**config.mk**
```make
export PLATFORM = sky130hd
export DESIGN_NAME = fib_sequencer
export DESIGN_NICKNAME = d
export VERILOG_FILES = /design/src/rtl/fib_pkg.sv /design/src/rtl/fib_fifo.sv /design/src/rtl/fib_sequencer.sv
export SDC_FILE = /design/constraint.sdc
export NUM_CORES = 1
export LEC_CHECK = 0
export CAP_MARGIN = 20
export CORE_MARGIN = 3
export CORE_UTILIZATION = 60
export CTS_BUF_LIST = sky130_fd_sc_hd__clkbuf_4 sky130_fd_sc_hd__clkbuf_8 sky130_fd_sc_hd__clkbuf_16
export CTS_CLUSTER_SIZE = 16
export DETAILED_ROUTE_END_ITERATION = 10
export PLACE_DENSITY = 0.9
export SLEW_MARGIN = 20
export SYNTH_ARGS = -nofsm -noshare
export SYNTH_HDL_FRONTEND = slang
export SYNTH_SLANG_ARGS = --single-unit
export TNS_END_PERCENT = 30
```
**constraint.sdc**
```tcl
create_clock -name clock -period 5.25 [get_ports clock]
set_clock_uncertainty 0.1 [all_clocks]
set_input_delay 1.575 -clock clock [delete_from_list [all_inputs] [get_ports clock]]
set_output_delay 1.575 -clock clock [all_outputs]
set_load 0.03 [all_outputs]
```
**src/rtl/fib_pkg.sv**
```systemverilog
// Shared definitions for the Fibonacci sequencer: state encoding and term limits.
package fib_pkg;

    // Width of one Fibonacci term as produced by the generator
    localparam int FIB_W = 16;

    // Largest term index whose value still fits in FIB_W bits (F24 = 46368)
    localparam int MAX_TERMS = 24;

    // Controller states
    typedef enum logic [1:0] {
        ST_IDLE  = 2'd0,
        ST_CLEAR = 2'd1,
        ST_RUN   = 2'd2,
        ST_DRAIN = 2'd3
    } state_t;

endpackage

```
**src/rtl/fib_fifo.sv**
```systemverilog
// Small synchronous FIFO that buffers Fibonacci terms between generator and consumer.
module fib_fifo #(
    parameter int DEPTH = 4,
    parameter int WIDTH = 16
) (
    input  logic                     clock,
    input  logic                     reset,
    input  logic                     push,
    input  logic [WIDTH-1:0]         push_data,
    input  logic                     pop,
    output logic [WIDTH-1:0]         pop_data,
    output logic                     full,
    output logic                     empty,
    output logic [$clog2(DEPTH):0]   count
);

    localparam int AW = $clog2(DEPTH);

    logic [WIDTH-1:0] mem [DEPTH];
    logic [AW-1:0]    wr_ptr;
    logic [AW-1:0]    rd_ptr;
    logic             do_push;
    logic             do_pop;

    assign empty    = (count == '0);
    assign full     = (count == (AW+1)'(DEPTH));
    assign do_pop   = pop && !empty;
    // A push into a full FIFO is fine when the head leaves in the same cycle
    assign do_push  = push && (!full || do_pop);
    assign pop_data = mem[rd_ptr];

    // Storage is written only on accepted pushes; reads are gated by count so no reset is needed
    always_ff @(posedge clock) begin
        if (do_push) begin
            mem[wr_ptr] <= push_data;
        end
    end

    // Pointers wrap naturally because DEPTH is a power of two; count tracks occupancy
    always_ff @(posedge clock or posedge reset) begin
        if (reset) begin
            wr_ptr <= '0;
            rd_ptr <= '0;
            count  <= '0;
        end else begin
            if (do_push) begin
                wr_ptr <= wr_ptr + AW'(1);
            end
            if (do_pop) begin
                rd_ptr <= rd_ptr + AW'(1);
            end
            case ({do_push, do_pop})
                2'b10:   count <= count + (AW+1)'(1);
                2'b01:   count <= count - (AW+1)'(1);
                default: count <= count;
            endcase
        end
    end

endmodule

```
**src/rtl/fib_sequencer.sv**
```systemverilog
// Job controller for the 16-bit Fibonacci generator: clears it, enables it for exactly N
// fresh terms, discards the repeat it emits after a pause, and streams terms out with backpressure.
module fib_sequencer
    import fib_pkg::*;
#(
    parameter int DEPTH = 4,
    parameter int CNT_W = 8
) (
    input  logic             clock,
    input  logic             reset,
    input  logic             req_valid,
    input  logic [CNT_W-1:0] req_count,
    output logic             req_ready,
    output logic             fib_rst,
    output logic             fib_en,
    input  logic             fib_valid,
    input  logic [FIB_W-1:0] fib_out,
    output logic             out_valid,
    output logic [FIB_W-1:0] out_data,
    output logic             out_last,
    input  logic             out_ready,
    output logic             done,
    output logic             trunc
);

    localparam int CW = $clog2(DEPTH) + 1;

    state_t           state;
    state_t           next_state;
    logic [CNT_W-1:0] target;
    logic [CNT_W-1:0] issued;
    logic [CNT_W-1:0] out_cnt;
    logic             trunc_r;
    logic             hold_m;
    logic             inflight;
    logic             fib_rst_q;

    logic             accept;
    logic             sat_over;
    logic [CNT_W-1:0] sat_count;
    logic             advance;
    logic             push;
    logic             pop;
    logic             fifo_full;
    logic             fifo_empty;
    logic [CW-1:0]    fifo_count;
    logic [CW:0]      occupancy;
    logic             room;
    logic [FIB_W-1:0] head;

    // Requests are only taken in IDLE and never while reset is held
    assign req_ready = (state == ST_IDLE) && !reset;
    assign accept    = req_valid && req_ready;

    // Counts beyond the 16-bit range are clipped and flagged
    assign sat_over  = (req_count > CNT_W'(MAX_TERMS));
    assign sat_count = sat_over ? CNT_W'(MAX_TERMS) : req_count;

    // Only an enable with the generator's hold bit clear produces a new term
    assign advance   = fib_en && !hold_m;
    assign push      = inflight && fib_valid;
    assign pop       = out_valid && out_ready;

    // Reserve a slot for the term that is still on its way from the generator
    assign occupancy = {1'b0, fifo_count} + {{CW{1'b0}}, inflight};
    assign room      = (occupancy < (CW+1)'(DEPTH));

    assign out_valid = !fifo_empty;
    assign out_data  = head;
    assign out_last  = out_valid && ((out_cnt + CNT_W'(1)) == target);
    assign fib_rst   = fib_rst_q;

    fib_fifo #(
        .DEPTH (DEPTH),
        .WIDTH (FIB_W)
    ) u_fifo (
        .clock     (clock),
        .reset     (reset),
        .push      (push),
        .push_data (fib_out),
        .pop       (pop),
        .pop_data  (head),
        .full      (fifo_full),
        .empty     (fifo_empty),
        .count     (fifo_count)
    );

    // Next-state logic plus generator enable and job completion outputs
    always_comb begin
        next_state = state;
        fib_en     = 1'b0;
        done       = 1'b0;
        trunc      = 1'b0;
        case (state)
            ST_IDLE: begin
                if (accept) begin
                    next_state = ST_CLEAR;
                end
            end
            ST_CLEAR: begin
                next_state = (target == '0) ? ST_DRAIN : ST_RUN;
            end
            ST_RUN: begin
                fib_en = (issued < target) && room;
                if ((issued == target) && !inflight) begin
                    next_state = ST_DRAIN;
                end
            end
            ST_DRAIN: begin
                if (fifo_empty && (out_cnt == target)) begin
                    done       = 1'b1;
                    trunc      = trunc_r;
                    next_state = ST_IDLE;
                end
            end
            default: begin
                next_state = ST_IDLE;
            end
        endcase
    end

    // State register; the generator reset is a flop that is high exactly in CLEAR and during reset
    always_ff @(posedge clock or posedge reset) begin
        if (reset) begin
            state     <= ST_IDLE;
            fib_rst_q <= 1'b1;
        end else begin
            state     <= next_state;
            fib_rst_q <= (next_state == ST_CLEAR);
        end
    end

    // Job parameters, issue/output counters and the mirror of the generator's hold bit
    always_ff @(posedge clock or posedge reset) begin
        if (reset) begin
            target   <= '0;
            trunc_r  <= 1'b0;
            issued   <= '0;
            out_cnt  <= '0;
            hold_m   <= 1'b0;
            inflight <= 1'b0;
        end else begin
            if (accept) begin
                target  <= sat_count;
                trunc_r <= sat_over;
            end
            if (state == ST_CLEAR) begin
                issued   <= '0;
                out_cnt  <= '0;
                hold_m   <= 1'b0;
                inflight <= 1'b0;
            end else begin
                hold_m   <= !fib_en;
                inflight <= advance;
                if (advance) begin
                    issued <= issued + CNT_W'(1);
                end
                if (pop) begin
                    out_cnt <= out_cnt + CNT_W'(1);
                end
            end
        end
    end

    // A captured term must come with the generator's valid flag
    capture_valid_a : assert property (@(posedge clock) disable iff (reset) inflight |-> fib_valid);

    // The enable throttle must keep pushes away from a full FIFO unless the head leaves
    no_overflow_a : assert property (@(posedge clock) disable iff (reset) push |-> (!fifo_full || pop));

endmodule

```
==> flow_summary_export.csv, run 1 <==
group,metric,value,unit
outcome,outcome,"finished, final reports clean",
logic_synthesis,ys_dominant_reg_cell,"edfxtp_1",
timing,timing_hold_violations_final,0,
timing,total_count_of_max_transition_violations_in_the_final_report,0,
drt,detail_route.wirelength,9180,µm
clocking,clk_root_buffer_cell,"clkbuf_8",
final_layout,finish.instance_area,5310,µm²
setup_path,timing.critical_path.cells,"inv_1 > ha_1 > nor2b_1 > o211ai_1 > a21oi_1 > nor3_1 > clkdlybuf4s50_1",
worst_hold_path,timing.hold.worst.class,"flip-flop to flip-flop",
clocking,cts_resized,0,
drt,routedWlPerCell,19.5,µm
global_routing,number_of_global_route_vias_before_repair,2930,
setup_path,cp-start-kind,"flip-flop",
global_routing,grt_max_degree,38,
logic_synthesis,synthesis.area,4470,µm²
clocking,cts-buffers-inserted,9,
pwr,ir_worst_vdd,0.280,mV
final_layout,layout_common_cells,"edfxtp_1, clkdlybuf4s50_1, dfrtp_1, nand2_1, nor2_1",
final_layout,layout_commonest_cell,"edfxtp_1",
setup_path,critical_path_required,3580,ps
setup_path,cp_slowest_cell,"a21oi_1",
drt,firstDrtPassIters,6,
setup_path,critical-path-max-stage-delay,770,ps
timing,timing.final.crit_period,4650,ps
die,y_dimension_of_the_die,92.4,µm
setup_path,cp_num_buf_inv,2,
setup_path,crit_fanout,15,
setup_path,cp_top_family,"compound AO/OA/AOI/OAI gates",
die,num_rows,30,
clocking,cts_tree,"built",
die,fp.coreArea,7020,µm²
logic_synthesis,synthesis.instances,316,
drt,detailroute.via_count,2835,
timing,fin_setup_tns,0,ps
logic_synthesis,syn_avg_cell_area,14.2,µm²
clocking,worst_setup_hold_path_clk_slew,100,ps
final_layout,insertedDiodeCount,0,
place,detailed_place.area,5080,µm²
pwr,p_leak,1.97,nW
timing,timing.final.setup_violations,0,
final_layout,multi_input_logic_area,1540,µm²
place,port_buffers,51,
logic_synthesis,synth.top_cells.by_area,"edfxtp_1, dfrtp_1, mux4_2, ha_1, xor2_1",
logic_synthesis,synthDominantAreaCellType,"edfxtp_1",
final_layout,register_area,2850,µm²
logic_synthesis,ys.warnings.count,0,
timing,fin_crit_sh,0.885,
global_routing,grt_first_pass_wirelength,15100,µm
drt,drc,0,
clocking,post_cts_hold_buffer_count,0,
timing,max_freq,215,MHz
logic_synthesis,yosys.cell_types.count,41,
final_layout,filler_cell_count,418,
die,io_pins,52,
logic_synthesis,yosysTopAreaCellShare,0.430,
logic_synthesis,postSynth.asyncResetShare,0.366,
setup_path,worst-endpoint-arrival,2970,ps
drt,route.antenna.remaining_nets,0,
drt,post_drt_via_cell_ratio,6.02,
drt,drt_first_iter_violations,177,
global_routing,total_routing_usage_gr,0.232,
final_layout,finish.net_count,414,
final_layout,final_layout_size_suffix_gt1_frac,0.107,
die,die_area,8530,µm²
timing,grt_setup_unrepaired,"false",
job,drv_cap,0,
place,routabilityCongestion,0.854,
final_layout,layout-area-overhead-vs-synth,18.6,%
die,floorplan.initialDensity,0.637,
clocking,htree_depth,3,
place,dp_hpwl,6450,µm
logic_synthesis,synth-edff-count,64,
global_routing,grt.overflow.total,0,
logic_synthesis,synth_fp_nets,360,
pwr,total_power,0.00255,W
timing,tightest_slew,987,ps
setup_path,critical_path_type,"flip-flop to output pin",
clocking,worst_skew_pair.late_latency,360,ps
clocking,numClockSinks,101,
die,die_x,92.4,µm
timing,relSlewSlack,0.342,
logic_synthesis,yosysSeqAreaShare,0.637,
clocking,cts_setup_buffers,0,
setup_path,endpoint_kind,"output pin",
clocking,cts_max_path_buffers,2,
pwr,power.density,480,nW/µm²
logic_synthesis,ys_seq_elements,101,
global_routing,grt_antenna_before_repair,0,
registers in the layout (all words and copies together), names as in the netlist:
name	cells
u_fifo.mem	64
issued	8
out_cnt	8
target	8
u_fifo.count	3
state	2
u_fifo.rd_ptr	2
u_fifo.wr_ptr	2
fib_rst	1
hold_m	1
inflight	1
trunc_r	1
worst paths after layout:
kind / startpoint / to / slack [ps] / cells after the start
min: trunc_r / trunc_r / 400 / 2
min reg2reg: trunc_r / trunc_r / 400 / 2
max: target[1] / fib_en / 600 / 7
max in group asynchronous: reset / fib_rst / 3150 / 3
max reg2reg: target[5] / issued[5] / 2770 / 7
min in group asynchronous: reset / issued[2] / 1550 / 3
tightest hold or removal path: stages, from the launching register on:
cell and delay, ps:
dfrtp_1 350, nor2_1 40, nor2_1 80
routing by layer:
| layer | track usage | vias up | part of all wire |
|---|---|---|---|
| li1 | - | 1293 | - |
| met1 | 0.295 | 1413 | 0.39 |
| met2 | 0.398 | 113 | 0.54 |
| met3 | 0.0528 | 16 | 0.062 |
| met4 | 0.0705 | 0 | 0.014 |
| met5 | 0 | - | 0 |
cells in the mapped netlist (all sizes together) (6+ instances only):
master  instances
nand4           6
nor2           19
inv            15
o21ai           7
and2            8
xor2           14
a21oi          15
dfrtp          36
ha             14
nor3            7
clkbuf          7
xnor2          10
edfxtp         64
nand2          21
mux4           16
nand3          10
o31ai           6
metrics by stage:
step / setup slack, ps / hold WS, ps / instances / utilization
6_report: 603 / 404 / 471 / 0.756
5_1_grt: 380 / 460 / 471 / 0.756
4_1_cts: 598 / 415 / 471 / 0.755
3_5_place_dp: 660 / 391 / 455 / 0.724
3_3_place_gp: 689 / 389 / 455 / 0.724
2_1_floorplan: 797 / 358 / 316 / -
power breakdown:
group          total, W  leakage, nW  internal [W]  switching, W
Combinational  0.000883        0.834      0.000422      0.000461
Clock          0.000534        0.112      0.000271      0.000263
Sequential      0.00113         1.02      0.000967      0.000164
layout make-up:
cell class | count | share of cell area
Sequential cell | 101 | 0.537
Tap cell | 96 | 0.0226
Inverter | 15 | 0.0106
Clock inverter | 7 | 0.0179
Timing Repair Buffer | 53 | 0.0991
Clock buffer | 9 | 0.0233
Multi-Input combinational cell | 190 | 0.289
kinds of logic after synthesis:
kind of cell / share of synthesized area
multiplexers: 0.0872
AND/OR/NAND/NOR: 0.114
flip-flops: 0.637
buffers and inverters: 0.0218
XOR/XNOR: 0.0470
AO/OA/AOI/OAI: 0.0498
adder cells (fa/ha/maj): 0.0436
Power figures use the tool's default switching activity.
==> run 2: changes to the inputs <==
- CTS_CLUSTER_DIAMETER: unset -> 50
==> results of run 2 <==
Final layout, timing and power as in run 1 (identical DEF).
==> run 3: changes to the inputs <==
- CORE_ASPECT_RATIO: unset -> 1.2
- CORE_UTILIZATION: 60 -> 33
- PLACE_DENSITY: 0.9 -> 0.57
- SYNTH_HIERARCHICAL: unset -> 1
==> run 3 against run 2 <==
Hold slack better by 0.95 ps. Via count up 1.2%. Sequential share of layout area down 3.1 points. Die area up 83%. Worst setup slack better by 8.3 ps. Highest routed layer unchanged.
==> flow_summary_export.csv, run 3 <==
group,metric,value,unit
outcome,outcome,"finished, final reports clean",
drt,detail_route.wirelength,9000,µm
pwr,p_leak,2.08,nW
setup_path,crit_path_frequent_cell,"clkdlybuf4s50_1",
drt,drt_first_iter_violations,163,
global_routing,grt.met2_usage,0.211,
place,port_buffers,51,
setup_path,worst-endpoint-arrival,2960,ps
drt,drc,0,
clocking,htree_depth,3,
clocking,numClockSinks,101,
final_layout,layout-area-overhead-vs-synth,20.5,%
setup_path,critical_path_required,3580,ps
die,y_dimension_of_the_die,136,µm
final_layout,stdcell_count,573,
timing,timing.final.crit_period,4640,ps
setup_path,critical_path_type,"input port to output pin",
setup_path,timing.critical_path.from,"reset",
clocking,cts-buffers-inserted,9,
pwr,power.density,511,nW/µm²
global_routing,total_routing_usage_gr,0.124,
global_routing,number_of_global_route_vias_before_repair,2895,
logic_synthesis,synth_fp_nets,390,
clocking,cts_setup_buffers,0,
timing,timing_hold_violations_final,0,
clocking,worst_setup_hold_path_clk_slew,70,ps
timing,timing.final.setup_violations,0,
global_routing,globalRouteMet1Util,0.153,
place,dp_hpwl,6240,µm
worst_hold_path,whs_path_depth,1,
die,floorplan.initialDensity,0.338,
worst_hold_path,timing.hold.worst.class,"flip-flop to flip-flop",
die,num_rows,47,
logic_synthesis,synthesis.instances,346,
clocking,cts_resized,0,
drt,post_drt_via_cell_ratio,5.01,
setup_path,critPathCapture,"req_ready",
die,io_pins,52,
pwr,ir_worst_vdd,0.241,mV
timing,max_freq,216,MHz
clocking,post_cts_hold_buffer_count,0,
drt,routedWlPerCell,15.7,µm
drt,route.antenna.remaining_nets,0,
setup_path,worstReg2RegEnd,"u_fifo/count[1]",
drt,detailroute.via_count,2870,
drt,firstDrtPassIters,4,
setup_path,crit-reg2reg-launch,"u_fifo/count[0]",
final_layout,insertedDiodeCount,0,
final_layout,finish.instance_area,5630,µm²
die,fp.coreArea,13800,µm²
die,die_x,115,µm
setup_path,endpoint_kind,"output pin",
final_layout,largest_register_ff_count,64,
timing,tightest_slew,834,ps
final_layout,layout_common_cells,"edfxtp_1, clkdlybuf4s50_1, dfrtp_1, nand2_1, nor2_1",
clocking,cts_tree,"built",
job,drv_cap,0,
setup_path,cp-start-kind,"input port",
global_routing,grt.overflow.total,0,
die,die_area,15600,µm²
global_routing,grt_antenna_before_repair,0,
clocking,worst_skew_pair.late_latency,340,ps
final_layout,regMostFlops,"u_fifo/mem",
place,placed_cells,558,
setup_path,crit_fanout,3,
timing,fin_setup_tns,0,ps
timing,grt_setup_unrepaired,"false",
final_layout,layout_commonest_cell,"edfxtp_1",
global_routing,grt_first_pass_wirelength,15000,µm
logic_synthesis,synthesis.area,4670,µm²
setup_path,timing.critical_path.cells,"clkdlybuf4s50_1 > nor3_1 > clkdlybuf4s50_1",
setup_path,critical-path-max-stage-delay,730,ps
logic_synthesis,ys.warnings.count,6,
setup_path,setup.reg_to_reg.worst_slack,2380,ps
clocking,cts_max_path_buffers,2,
timing,fin_crit_sh,0.884,
clocking,clk_root_buffer_cell,"clkbuf_16",
place,detailed_place.area,5350,µm²
logic_synthesis,syn_avg_cell_area,13.5,µm²
place,routabilityCongestion,0.789,
global_routing,grtUsageMet3,0.0263,
setup_path,r2r.worst_path.cells,9,
final_layout,finish.net_count,442,
final_layout,final_layout_size_suffix_gt1_frac,0.119,
timing,relSlewSlack,0.444,
setup_path,cp_slowest_cell,"clkdlybuf4s50_1",
global_routing,grt-busiest-layer,"met2",
timing,total_count_of_max_transition_violations_in_the_final_report,0,
global_routing,grt_max_degree,31,
## run 3: worst min-delay path by stage
stage | start | end | slack, ps
final | u_fifo/rd_ptr[0] | u_fifo/rd_ptr[0] | 410
after global routing | u_fifo/rd_ptr[0] | u_fifo/rd_ptr[0] | 440
after CTS | u_fifo/rd_ptr[0] | u_fifo/rd_ptr[0] | 410
after detailed placement | u_fifo/rd_ptr[0] | u_fifo/rd_ptr[0] | 400
after global placement | u_fifo/rd_ptr[0] | u_fifo/rd_ptr[0] | 390
after floorplan | trunc_r | trunc_r | 360
## run 3: area by class of cell
cell class	instances	area [µm²]
fillers	1312	8190
flip-flops and latches	101	2850
multi-input cells	211	1680
repair buffers	53	526
clock buffers	9	225
well taps	171	214
inverters	22	82.6
clock inverters	6	55.1
## run 3: metal layers
layer  up-vias  part of all wire
li1       1377                 -
met1      1424              0.45
met2        61              0.49
met3         8             0.043
met4         0             0.018
met5         -                 0
## run 3: power by group
group | internal (W) | switching (W) | total, W
Sequential | 0.000990 | 0.000174 | 0.00116
Clock | 0.000328 | 0.000300 | 0.000628
Combinational | 0.000519 | 0.000568 | 0.00109
## run 3: worst max-delay path, delay by kind of cell
| kind | cells | cell delay (ps) |
|---|---|---|
| buffers and inverters | 2 | 1170 |
| and+or+nand+nor | 1 | 220 |
## run 3: metrics by stage
step | worst slack (ps) | util | hold slack, ps | power (W)
6_report | 611 | 0.407 | 405 | 0.00288
5_1_grt | 479 | 0.407 | 441 | 0.00308
4_1_cts | 583 | 0.407 | 414 | 0.00292
3_5_place_dp | 601 | 0.387 | 404 | 0.00229
3_3_place_gp | 651 | 0.387 | 387 | 0.00226
2_1_floorplan | 1300 | - | 357 | 0.00195
==> patch 1 (config.mk and constraints of run 2) <==
Encoding of `state_t`: now one-hot (4 bits for 4 states).
--- a/src/rtl/fib_pkg.sv
+++ b/src/rtl/fib_pkg.sv
@@ -9,9 +9,9 @@
 
     // Controller states
-    typedef enum logic [1:0] {
-        ST_IDLE  = 2'd0,
-        ST_CLEAR = 2'd1,
-        ST_RUN   = 2'd2,
-        ST_DRAIN = 2'd3
+    typedef enum logic [3:0] {
+        ST_IDLE  = 4'b0001,
+        ST_CLEAR = 4'b0010,
+        ST_RUN   = 4'b0100,
+        ST_DRAIN = 4'b1000
     } state_t;
 
Behaviour: no difference found for any inputs over 10 cycles, from zero or initial values and one cycle with reset high; not proved beyond that.
==> patch 1 against run 2 <==
  * Power decreased by 16%
  * Cell area increased by 2.7%
  * Core utilization decreased by 2.0 points
  * Synthesized cell count increased by 5.1%
  * Largest cell class unchanged
  * Global-route usage decreased by 0.89 points
  * Via count increased by 3.0%
  * Area after synthesis increased by 4.1%
  * Worst setup slack got worse by 0.074 ns
  * Routed wire length decreased by 2.5%
  * Sequential cell count increased by 2
==> patch 1: results <==
status:
  outcome: "complete, no violations"
yosys:
  async_flop_share: 0.379
  syn_nets: 377
  yosysUniqueCellTypes: 51
  ys_top_cells_by_area: "edfxtp_1 (41%), dfrtp_1 (20%), mux4_2 (7.7%)"
  synth-seq-area-share: 0.623
  synthCells: 332
  synth_common_cells: "edfxtp_1 (64), dfrtp_1 (37), inv_1 (21), nand2_1 (21), nor2_1 (19)"
routing:
  vias_per_cell: 5.96
  wl_per_cell_um: 18.3
  met1Wirelength_um: 3750
  drtPass1Iterations: 4
  vias: 2921
  met3_length_um: 377
  wl_met2_um: 4740
  drt_iter0_markers: 186
finish:
  fillers: 448
  synthToLayoutAreaGrowth_pct: 17.0
  multi_input_area_um2: 1620
  buffer_area_frac: 0.0978
  inv_count: 23
  clock_buffers: 10
  drive_above_1_share: 0.118
  clock_area_frac: 0.0335
  sh_seq_area: 0.532
  signal_buffers: 54
  multi_input_cells: 195
  design.seq.count: 103
global_route:
  grt_pass1_vias: 3034
  grt_use_met3: 0.0304
critical_path:
  crit_path_start: "reset"
  slowest_delay_ns: 0.67
  reg2reg_depth: 10
  regToRegStartpoint: "u_fifo.count[0]"
  reg2reg_setup_slack_ns: 2.65
  crit_path_end: "req_ready"
  cp_data_arrival_time_ns: 3.05
  critPathMaxFanout: 2
sta:
  worstMarginPinSlew_ns: 0.876
  fmax_mhz: 212
  whs_ns: 0.403
floorplanning:
  die_x_um: 94.1
place:
  place_ws_ns: 0.555
  dp_cells: 474
  placed_cell_area_um2: 5270
power_and_ir_drop:
  p_leak_nw: 2.00
  worst_ir_drop_vdd_mv: 0.164
min_path:
  hp-start: "u_fifo.rd_ptr[0]"
  hold_depth: 1
clock_tree:
  clk_latency_ns: 0.36
[patch 1: changes by cell type after synthesis, moves of 3 or more]
cell | before | now
and2_1 | 8 | 5
inv_1 | 15 | 21
nand3_1 | 10 | 6
xnor2_1 | 10 | 13
xor2_1 | 14 | 9
[patch 1: power by group]
group	total [mW]	internal, mW	leakage (nW)	switching [mW]
sequential	1.01	0.908	1.06	0.0972
clock	0.461	0.185	0.0917	0.276
combinational	0.682	0.334	0.845	0.347
[patch 1: critical path, delay by kind of cell]
kind | cells | cell delay [ns]
buffers and inverters | 2 | 1.09
AND/OR/NAND/NOR | 2 | 0.38
[patch 1: cell families (layout without fill, tap and decap cells)]
| logic type | count (synthesis) | in the layout | synth area share |
|---|---|---|---|
| fa+ha+maj | 16 | 16 | 0.0446 |
| xor+xnor | 22 | 22 | 0.0414 |
| compound gates | 41 | 41 | 0.0559 |
| mux | 20 | 20 | 0.0860 |
| simple gates | 96 | 96 | 0.121 |
| flops | 103 | 103 | 0.623 |
| buf+inv | 34 | 93 | 0.0287 |
==> patch 2 (config.mk and constraints of run 2) <==
Made on the original files. `CNT_W`: 8 -> 10.
--- a/src/rtl/fib_sequencer.sv
+++ b/src/rtl/fib_sequencer.sv
@@ -5,5 +5,5 @@
 #(
     parameter int DEPTH = 4,
-    parameter int CNT_W = 8
+    parameter int CNT_W = 10
 ) (
     input  logic             clock,
Ports: changed (resized req_count); port bits go from 52 to 54. No check against the original RTL was run, so the function may have changed too.
==> patch 2 against run 2 <==
  * Sequential cell count grew 6
  * Synthesized cell count is 18% higher
  * Routed wire length rose by 2.8%
  * First-iteration DRC count shrank 41%
  * Area after synthesis up 10%
  * Cell area grew 8.2%
  * Core utilization down 2.4 points
  * Power increased by 0.97%
  * Sequential share of layout area decreased by 1.5 points
  * Worst setup slack worse by 0.085 ns
  * Largest power group unchanged
  * Highest routed layer unchanged
==> patch 2: results <==
status:
  outcome: "complete, no violations"
global_route:
  grt_pass1_wl_um: 16000
  grt_usage: 0.214
  grt_pass1_vias: 3213
  grt_max_degree: 44
min_path:
  hold_depth: 1
  min_to: "issued[5]"
  hp-class: "flip-flop to flip-flop"
  hp-start: "issued[5]"
clock_tree:
  clock_path_buffers: 2
  htreeDepth: 3
  cts_buffers: 9
yosys:
  async_flop_share: 0.402
  yosysUniqueCellTypes: 48
  synth-seq-area-share: 0.607
  ys_top_cells_by_area: "edfxtp_1 (39%), dfrtp_1 (21%), mux4_2 (7.3%)"
  synth_common_cells: "edfxtp_1 (64), dfrtp_1 (42), nand2_1 (29)"
critical_path:
  slowest_delay_ns: 0.72
  slowest_stage: "clkdlybuf4s50_1"
  reg2reg_setup_slack_ns: 2.66
  reg2reg_to: "u_fifo.count[1]"
  cp_data_arrival_time_ns: 3.06
  regToRegStartpoint: "u_fifo.count[1]"
sta:
  whs_ns: 0.410
  slew_headroom: 0.472
finish:
  finish.net_count: 474
  drive_above_1_share: 0.0977
power_and_ir_drop:
  p_leak_nw: 2.22
routing:
  drt_iter0_markers: 104
  drtPass1Iterations: 4
  routed_wl_um: 9430
place:
  dpl.hpwl_um: 6860
  gp_congestion: 0.912
patch 2: layer usage:
layer,share of wire,vias up,global-route usage,wire length (µm)
met5,0,-,0,0
met3,0.056,19,0.0425,532
li1,-,1468,-,-
met4,0.024,0,0.0864,229
met1,0.41,1502,0.268,3830
met2,0.51,103,0.365,4840
patch 2: area by class of cell:
class,count,area [µm²]
flip-flops and latches,107,3000
fillers,537,2110
multi-input cells,229,1800
repair buffers,56,553
clock buffers,10,131
well taps,102,128
inverters,22,82.6
clock inverters,6,50.0
patch 2: through the flow:
stage | setup slack, ns | cells | util | power [mW] | cell area, µm²
finish | 0.518 | 532 | 0.732 | 2.57 | 5740
global route | 0.352 | 532 | 0.732 | 2.73 | 5740
CTS | 0.498 | 532 | 0.732 | 2.60 | 5740
detailed placement | 0.666 | 516 | 0.708 | 2.14 | 5560
global placement | 0.688 | 516 | 0.708 | 2.08 | 5560
floorplan | 1.30 | 372 | - | 1.82 | 4940
patch 2: worst max path at each step:
stage	from	endpoint	slack, ns	cells past startpoint
after global routing	out_cnt[0]	out_last	0.35	7
after floorplan	out_cnt[0]	out_last	1.30	6
after detailed placement	reset	req_ready	0.67	3
final	out_cnt[0]	out_last	0.52	7
after CTS	out_cnt[0]	out_last	0.50	7
after global placement	reset	req_ready	0.69	3
patch 2: cells by family after synthesis:
family	count (synthesis)	synth area share
AO/OA/AOI/OAI	37	0.0471
AND/OR/NAND/NOR	125	0.136
buffers and inverters	36	0.0294
adder cells (fa/ha/maj)	18	0.0471
XOR/XNOR	25	0.0443
multiplexers	24	0.0891
flip-flops	107	0.607
patch 2: report_power, final:
group / total, mW / internal [mW] / switching, mW
Combinational: 0.955 / 0.447 / 0.508
Sequential: 1.15 / 1.02 / 0.137
Clock: 0.462 / 0.184 / 0.278
Total: 2.57 / 1.65 / 0.923
